==> config.mk <==
export PLATFORM = sky130hd
export DESIGN_NAME = bresenham_scan_sequencer
export DESIGN_NICKNAME = d
export VERILOG_FILES = /design/src/rtl/bresenham_scan_sequencer_pkg.sv /design/src/rtl/bresenham_scan_sequencer_ray_watchdog.sv /design/src/rtl/bresenham_scan_sequencer.sv
export SDC_FILE = /design/constraint.sdc
export NUM_CORES = 1
export LEC_CHECK = 0
export ABC_AREA = 1
export CAP_MARGIN = 0
export CORE_MARGIN = 3
export CORE_UTILIZATION = 53
export CTS_CLUSTER_SIZE = 30
export DETAILED_ROUTE_END_ITERATION = 12
export PLACE_DENSITY = 0.85
export SYNTH_ARGS = -nofsm -noshare
export SYNTH_HDL_FRONTEND = slang
export SYNTH_SLANG_ARGS = --single-unit
==> constraint.sdc <==
create_clock -name i_clock -period 2.6 [get_ports i_clock]
set_input_delay 0.52 -clock i_clock [delete_from_list [all_inputs] [get_ports i_clock]]
set_output_delay 0.52 -clock i_clock [all_outputs]
set_load 0.05 [all_outputs]
==> src/rtl/bresenham_scan_sequencer_pkg.sv <==
// Shared types and constants for the scan sequencer.
//   COORD_W      grid coordinate width, matches the ray unit x/y ports
//   seq_state_t  sequencer FSM state encoding
package bresenham_scan_sequencer_pkg;

  localparam int COORD_W = 5;

  typedef enum logic [2:0] {
    IDLE,
    FETCH,
    LOAD,
    ISSUE,
    WAIT_RAY,
    NEXT,
    DONE
  } seq_state_t;

endpackage

==> src/rtl/bresenham_scan_sequencer_ray_watchdog.sv <==
// Per-ray watchdog: counts cycles spent on one ray and flags expiry once
// TIMEOUT_CYCLES enabled cycles have elapsed since the last clear.
// Ports:
//   i_clock, i_reset  clock, synchronous active-high reset
//   i_clear           restart the count
//   i_enable          count this cycle
//   o_expired         high on the TIMEOUT_CYCLES-th enabled cycle
module ray_watchdog #(
  parameter int TIMEOUT_CYCLES = 255
) (
  input  logic i_clock,
  input  logic i_reset,
  input  logic i_clear,
  input  logic i_enable,
  output logic o_expired
);

  localparam int CNT_W = (TIMEOUT_CYCLES > 1) ? $clog2(TIMEOUT_CYCLES) : 1;
  localparam logic [CNT_W-1:0] LAST = CNT_W'(TIMEOUT_CYCLES - 1);

  logic [CNT_W-1:0] r_cnt;

  always_ff @(posedge i_clock) begin
    if (i_reset || i_clear) begin
      r_cnt <= '0;
    end else if (i_enable && (r_cnt != LAST)) begin
      r_cnt <= r_cnt + 1'b1;
    end
  end

  // The count holds at LAST, so expiry stays asserted until the FSM leaves.
  assign o_expired = i_enable && (r_cnt == LAST);

endmodule

==> src/rtl/bresenham_scan_sequencer.sv <==
// Walks one laser scan out of beam RAM and hands each valid endpoint to the
// Bresenham ray unit, one ray at a time, with abort and per-ray watchdog.
// Ports:
//   i_clock, i_reset                 clock, synchronous active-high reset
//   i_scan_start, i_scan_abort       scan control pulses
//   o_beam_rd_en, o_beam_addr        beam RAM read port
//   i_beam_x, i_beam_y, i_beam_valid beam RAM data, one cycle after read
//   o_ray_start, o_ray_x/y_end       ray unit request and endpoint
//   i_ray_busy, i_occupancy_busy     downstream busy flags
//   o_scan_busy, o_scan_done, o_scan_aborted, o_timeout_error  status
//   o_beams_done, o_beams_skipped    per-scan counters
//
// state    | meaning
// IDLE     | waiting for scan_start
// FETCH    | read strobe for beam at idx
// LOAD     | capture endpoint, skip if invalid
// ISSUE    | request ray once ray unit and occupancy map are idle
// WAIT_RAY | ray in flight, wait for ray unit to go idle
// NEXT     | advance idx or finish
// DONE     | one-cycle completion pulse
module bresenham_scan_sequencer #(
  parameter int N_BEAMS        = 64,
  parameter int IDX_W          = $clog2(N_BEAMS),
  parameter int COORD_W        = bresenham_scan_sequencer_pkg::COORD_W,
  parameter int TIMEOUT_CYCLES = 255
) (
  input  logic               i_clock,
  input  logic               i_reset,
  input  logic               i_scan_start,
  input  logic               i_scan_abort,
  output logic               o_beam_rd_en,
  output logic [IDX_W-1:0]   o_beam_addr,
  input  logic [COORD_W-1:0] i_beam_x,
  input  logic [COORD_W-1:0] i_beam_y,
  input  logic               i_beam_valid,
  output logic               o_ray_start,
  output logic [COORD_W-1:0] o_ray_x_end,
  output logic [COORD_W-1:0] o_ray_y_end,
  input  logic               i_ray_busy,
  input  logic               i_occupancy_busy,
  output logic               o_scan_busy,
  output logic               o_scan_done,
  output logic               o_scan_aborted,
  output logic               o_timeout_error,
  output logic [IDX_W:0]     o_beams_done,
  output logic [IDX_W:0]     o_beams_skipped
);

  import bresenham_scan_sequencer_pkg::*;

  localparam logic [IDX_W-1:0] LAST_IDX = IDX_W'(N_BEAMS - 1);

  seq_state_t         r_state;
  seq_state_t         w_next_state;
  logic [IDX_W-1:0]   r_idx;
  logic               r_abort_pending;
  logic               r_ray_start;
  logic               r_timeout_error;
  logic [COORD_W-1:0] r_ray_x_end;
  logic [COORD_W-1:0] r_ray_y_end;
  logic [IDX_W:0]     r_beams_done;
  logic [IDX_W:0]     r_beams_skipped;
  logic               w_wd_enable;
  logic               w_wd_clear;
  logic               w_wd_expired;
  logic               w_accept;

  assign w_wd_enable = (r_state == ISSUE) || (r_state == WAIT_RAY);
  assign w_wd_clear  = !w_wd_enable;
  assign w_accept    = (r_state == IDLE) && i_scan_start && !i_scan_abort;

  ray_watchdog #(
    .TIMEOUT_CYCLES(TIMEOUT_CYCLES)
  ) u_ray_watchdog (
    .i_clock  (i_clock),
    .i_reset  (i_reset),
    .i_clear  (w_wd_clear),
    .i_enable (w_wd_enable),
    .o_expired(w_wd_expired)
  );

  always_ff @(posedge i_clock) begin
    if (i_reset) r_state <= IDLE;
    else         r_state <= w_next_state;
  end

  always_comb begin
    w_next_state    = r_state;
    o_beam_rd_en    = 1'b0;
    o_scan_busy     = (r_state != IDLE);
    o_scan_done     = 1'b0;
    o_scan_aborted  = 1'b0;
    case (r_state)
      IDLE:     if (w_accept) w_next_state = FETCH;
      FETCH: begin
        o_beam_rd_en = 1'b1;
        w_next_state = LOAD;
      end
      LOAD: begin
        if (!i_beam_valid)        w_next_state = NEXT;
        else if (r_abort_pending) w_next_state = DONE;
        else                      w_next_state = ISSUE;
      end
      // Once ray_busy is seen the ray is committed and must be waited out.
      ISSUE: begin
        if (w_wd_expired)         w_next_state = DONE;
        else if (i_ray_busy)      w_next_state = WAIT_RAY;
        else if (r_abort_pending) w_next_state = DONE;
      end
      WAIT_RAY: begin
        if (w_wd_expired)         w_next_state = DONE;
        else if (!i_ray_busy)     w_next_state = NEXT;
      end
      NEXT: begin
        if ((r_idx == LAST_IDX) || r_abort_pending) w_next_state = DONE;
        else                                        w_next_state = FETCH;
      end
      DONE: begin
        o_scan_done    = 1'b1;
        o_scan_aborted = r_abort_pending;
        w_next_state   = IDLE;
      end
      default: w_next_state = IDLE;
    endcase
  end

  always_ff @(posedge i_clock) begin
    if (i_reset) begin
      r_idx           <= '0;
      r_abort_pending <= 1'b0;
      r_ray_start     <= 1'b0;
      r_timeout_error <= 1'b0;
      r_ray_x_end     <= '0;
      r_ray_y_end     <= '0;
      r_beams_done    <= '0;
      r_beams_skipped <= '0;
    end else begin
      // Registered request: a change in the busy inputs shows on ray_start
      // one cycle later, and a pending abort stops any new request.
      r_ray_start <= (w_next_state == ISSUE) && !i_ray_busy && !i_occupancy_busy
                     && !r_abort_pending && !i_scan_abort;

      if (w_accept) begin
        r_idx           <= '0;
        r_timeout_error <= 1'b0;
        r_beams_done    <= '0;
        r_beams_skipped <= '0;
      end

      if (r_state == DONE) begin
        r_abort_pending <= 1'b0;
        r_idx           <= '0;
      end else if (r_state != IDLE) begin
        if (i_scan_abort) r_abort_pending <= 1'b1;
        // A watchdog expiry ends the scan as an abort.
        if (w_wd_expired) begin
          r_abort_pending <= 1'b1;
          r_timeout_error <= 1'b1;
        end
      end

      if (r_state == LOAD) begin
        r_ray_x_end <= i_beam_x;
        r_ray_y_end <= i_beam_y;
        if (!i_beam_valid) r_beams_skipped <= r_beams_skipped + 1'b1;
      end

      if ((r_state == WAIT_RAY) && !w_wd_expired && !i_ray_busy)
        r_beams_done <= r_beams_done + 1'b1;

      if ((r_state == NEXT) && (w_next_state == FETCH))
        r_idx <= r_idx + 1'b1;
    end
  end

  assign o_beam_addr     = r_idx;
  assign o_ray_start     = r_ray_start;
  assign o_ray_x_end     = r_ray_x_end;
  assign o_ray_y_end     = r_ray_y_end;
  assign o_timeout_error = r_timeout_error;
  assign o_beams_done    = r_beams_done;
  assign o_beams_skipped = r_beams_skipped;

endmodule

==> results.md, run 1 <==
* Status: complete, no violations
* Hold depth at 2
* Setup crit start kind: flip-flop
* Chip Width at 70.37 um
* Num CTS Buffers at 5
* WHS Endpoint: o_ray_y_end[4]
* Worst vdd ir at 0.3191 mV
* Reg-to-Reg End: o_beams_skipped[5]
* Critical path capture point type: output port
* Unrepaired setup endpoints after global routing: no
* Initial core utilization at 57.39%
* Static leakage at 1.153 nW
* GPL Wtd Cong at roughly 0.84
* Pin count of the biggest net entering global routing at 25
* Worst path slowest cell: clkdlybuf4s50_1
* Clk buf depth at 2
* Syn nets at between 300 and 400
* Mapped Cells at 314
* DP HPWL at between 3000 and 4000 um
* Final hold vios at 0
* Placed cell area at roughly 2700 um^2
* Ranking of synthesized cells by area: dfxtp_1, nand2_1, a21oi_1, inv_1, nor2_1
* DRC viols at 0
* Initial DRC Count at a little under 200
* Max_slew headroom at 64.87%
* FMAX at 414.7 MHz
* Pre-CTS setup slack at 0.5170 ns
* PD cells at 519.1 nW/um^2
* Core Area at ~3800 um^2
* Worst path max stage delay at 0.84 ns
* Die area at about 5000 um^2
* Clock sinks at 44
* Final setup vio count at 0
* CP cell instances: inv_1 > nor3_2 > clkdlybuf4s50_1
* Hold_ws at approximately 0.47 ns
* Hold path start: o_ray_y_end[4]
* Filler cells at just over 300
* Cell variety after synth at 29
* CP arrival at 1.89 ns
* Hold Path Class: flip-flop to flip-flop
* Diode count at 0
* Post-route minimum period at 2.412 ns
* Synthesis Warnings at 0
* Final Power at 0.001491 W
* Final setup skew at 0.007913 ns
* Root buffer cell: clkbuf_8
* CTS tree: yes
* WL final at roughly 5200 um
* Post-synth top area share at 40.11%
* Fin nets at 389
* Crit-path max FO at 6
* Avg Cell Area, Syn at ~7.0 um^2
* Period utilization at 92.75%
* Setup TNS at 0 ns
* Post-route cell area at 2872 um^2
* DR vias at 2161
* Maximum capacitance violations at 0
* Clock Latency Late Sink at 0.30 ns
* Seq cells post-synth at 44
* R2R depth at 7
* Count of buffers from port buffering at 52
* Final ANT Viol Nets at 0
* Initial antenna violation count at 0
* Post-CTS setup buffer count at 0
* Worst Tran Pin Value at 0.5253 ns
* Critical path startpoint: r_state[1]
* R2r startpoint: r_state[2]
* Site Rows at 22
* GRT Total Usage at a little over a fifth
* Die Y at between 70 and 80 um
* Total grt overflow at 0
* Vias in the first global route at about 2000
* Area Overhead vs Synth at 30.77%
* Pre-antenna DRT Iters at 4
* Worst Path Required at 2.08 ns
* Share of layout cells above drive strength 1 at 9.239%
* Depth of the CTS H-tree at 2
* Worst R2R Setup Slack at 0.85 ns
* I/O Pins at 53
* Reg clk slew, reported paths at 0.08 ns
* Vias/cell at 5.195
* Post-synthesis sequential area ratio at 40.11%
* Resized cells post-CTS at 0
* Drt wl/cell at ~12 um
* Synth area leader: dfxtp_1
* Final Max Tran Viols at 0
* First-pass GRT wire length at 8728 um
* Cell Area, Synth at 2196 um^2
* Setup ws final at 0.1885 ns
* WS Path Type: flip-flop to output port
* Hold buffers post-CTS at 0
power breakdown:
part	total [W]	leakage [nW]	switching, W	internal, W
clock	0.000567	0.0645	0.000228	0.000339
sequential	0.000705	0.355	0.0000157	0.000689
combinational	0.000219	0.734	0.000142	0.0000765
total	0.00149	1.15	0.000386	0.00110
synthesized netlist by cell type:
library cell,n
clkbuf_1,4
nor2_2,2
o21bai_1,1
buf_2,2
xor2_1,4
buf_6,1
a31oi_1,1
nor3_2,2
ha_1,5
nor2_1,31
nand2_2,5
o21ai_0,9
inv_1,39
o211ai_1,1
nand4_1,4
nor3_1,5
nor2_4,4
a21oi_1,36
and2_1,2
nand3_1,19
nand3b_1,1
o22ai_1,3
a211oi_2,1
nand2_1,78
dfxtp_1,44
inv_2,4
nand2_4,2
or2_2,1
nand3_2,3
critical path: cells and delay by family (launching register included):
| family | cells | cell delay, ns |
|---|---|---|
| AND/OR/NAND/NOR | 1 | 0.17 |
| buffers and inverters | 2 | 0.96 |
| flip-flops | 1 | 0.46 |
routing by layer:
layer / up-vias / part of all wire, % / GRT usage (%)
met3: 10 / 6.1 / 5.612
met4: 0 / 1.6 / 7.447
met5: - / 0 / 0
li1: 1107 / - / -
met2: 75 / 46 / 36.17
met1: 969 / 46 / 26.48
logic make-up after synthesis:
family	count (synthesis)	synth area share, %
simple gates	159	33.79
flops	44	40.11
xor+xnor	4	1.595
compound gates	52	12.65
fa+ha+maj	5	2.849
buf+inv	50	9.002
worst max-delay path by stage:
stage                                 to  slack [ns]  depth (start not counted)
after floorplan           o_scan_aborted        0.08                          4
after global placement       o_scan_done        0.52                          3
after detailed placement     o_scan_done        0.52                          3
after CTS                    o_scan_done        0.17                          3
after global routing         o_scan_done        0.08                          3
final                        o_scan_done        0.19                          3
final cells by class:
type	count	area, um^2	share of cell area [%]
multi-input cells	220	1117	38.91
flip-flops and latches	44	880.8	30.68
repair buffers	53	525.5	18.30
inverters	43	161.4	5.621
clock buffers	7	96.34	3.355
well taps	48	60.06	2.092
clock inverters	1	30.03	1.046
sequential cells by signal, indices dropped and copies added (netlist names):
| register | count |
|---|---|
| o_ray_start | 1 |
| r_state | 3 |
| o_beams_skipped | 7 |
| o_beam_addr | 6 |
| u_ray_watchdog.r_cnt | 8 |
| r_abort_pending | 1 |
| o_ray_x_end | 5 |
| o_beams_done | 7 |
| o_ray_y_end | 5 |
| o_timeout_error | 1 |
metrics by stage:
stage | util, % | instances
floorplan | - | 314
global route | 75.05 | 416
CTS | 75.05 | 416
global placement | 71.75 | 408
detailed placement | 71.75 | 408
finish | 75.05 | 416
cells in the final DEF (no fill, tap or decap), types with 7 or more instances in the layout:
cell type	count
clkdlybuf4s50_1	51
clkbuf_8	7
nand2_1	78
o21ai_0	9
nand3_1	19
inv_1	39
nor2_1	31
dfxtp_1	44
a21oi_1	36
Power figures use the tool's default switching activity.
==> run 2, diff against run 1 <==
Settings changed: GPL_ROUTABILITY_DRIVEN from default to 0.
==> results of run 2 <==
No change in the layout: final DEF, timing and power equal those of run 1.
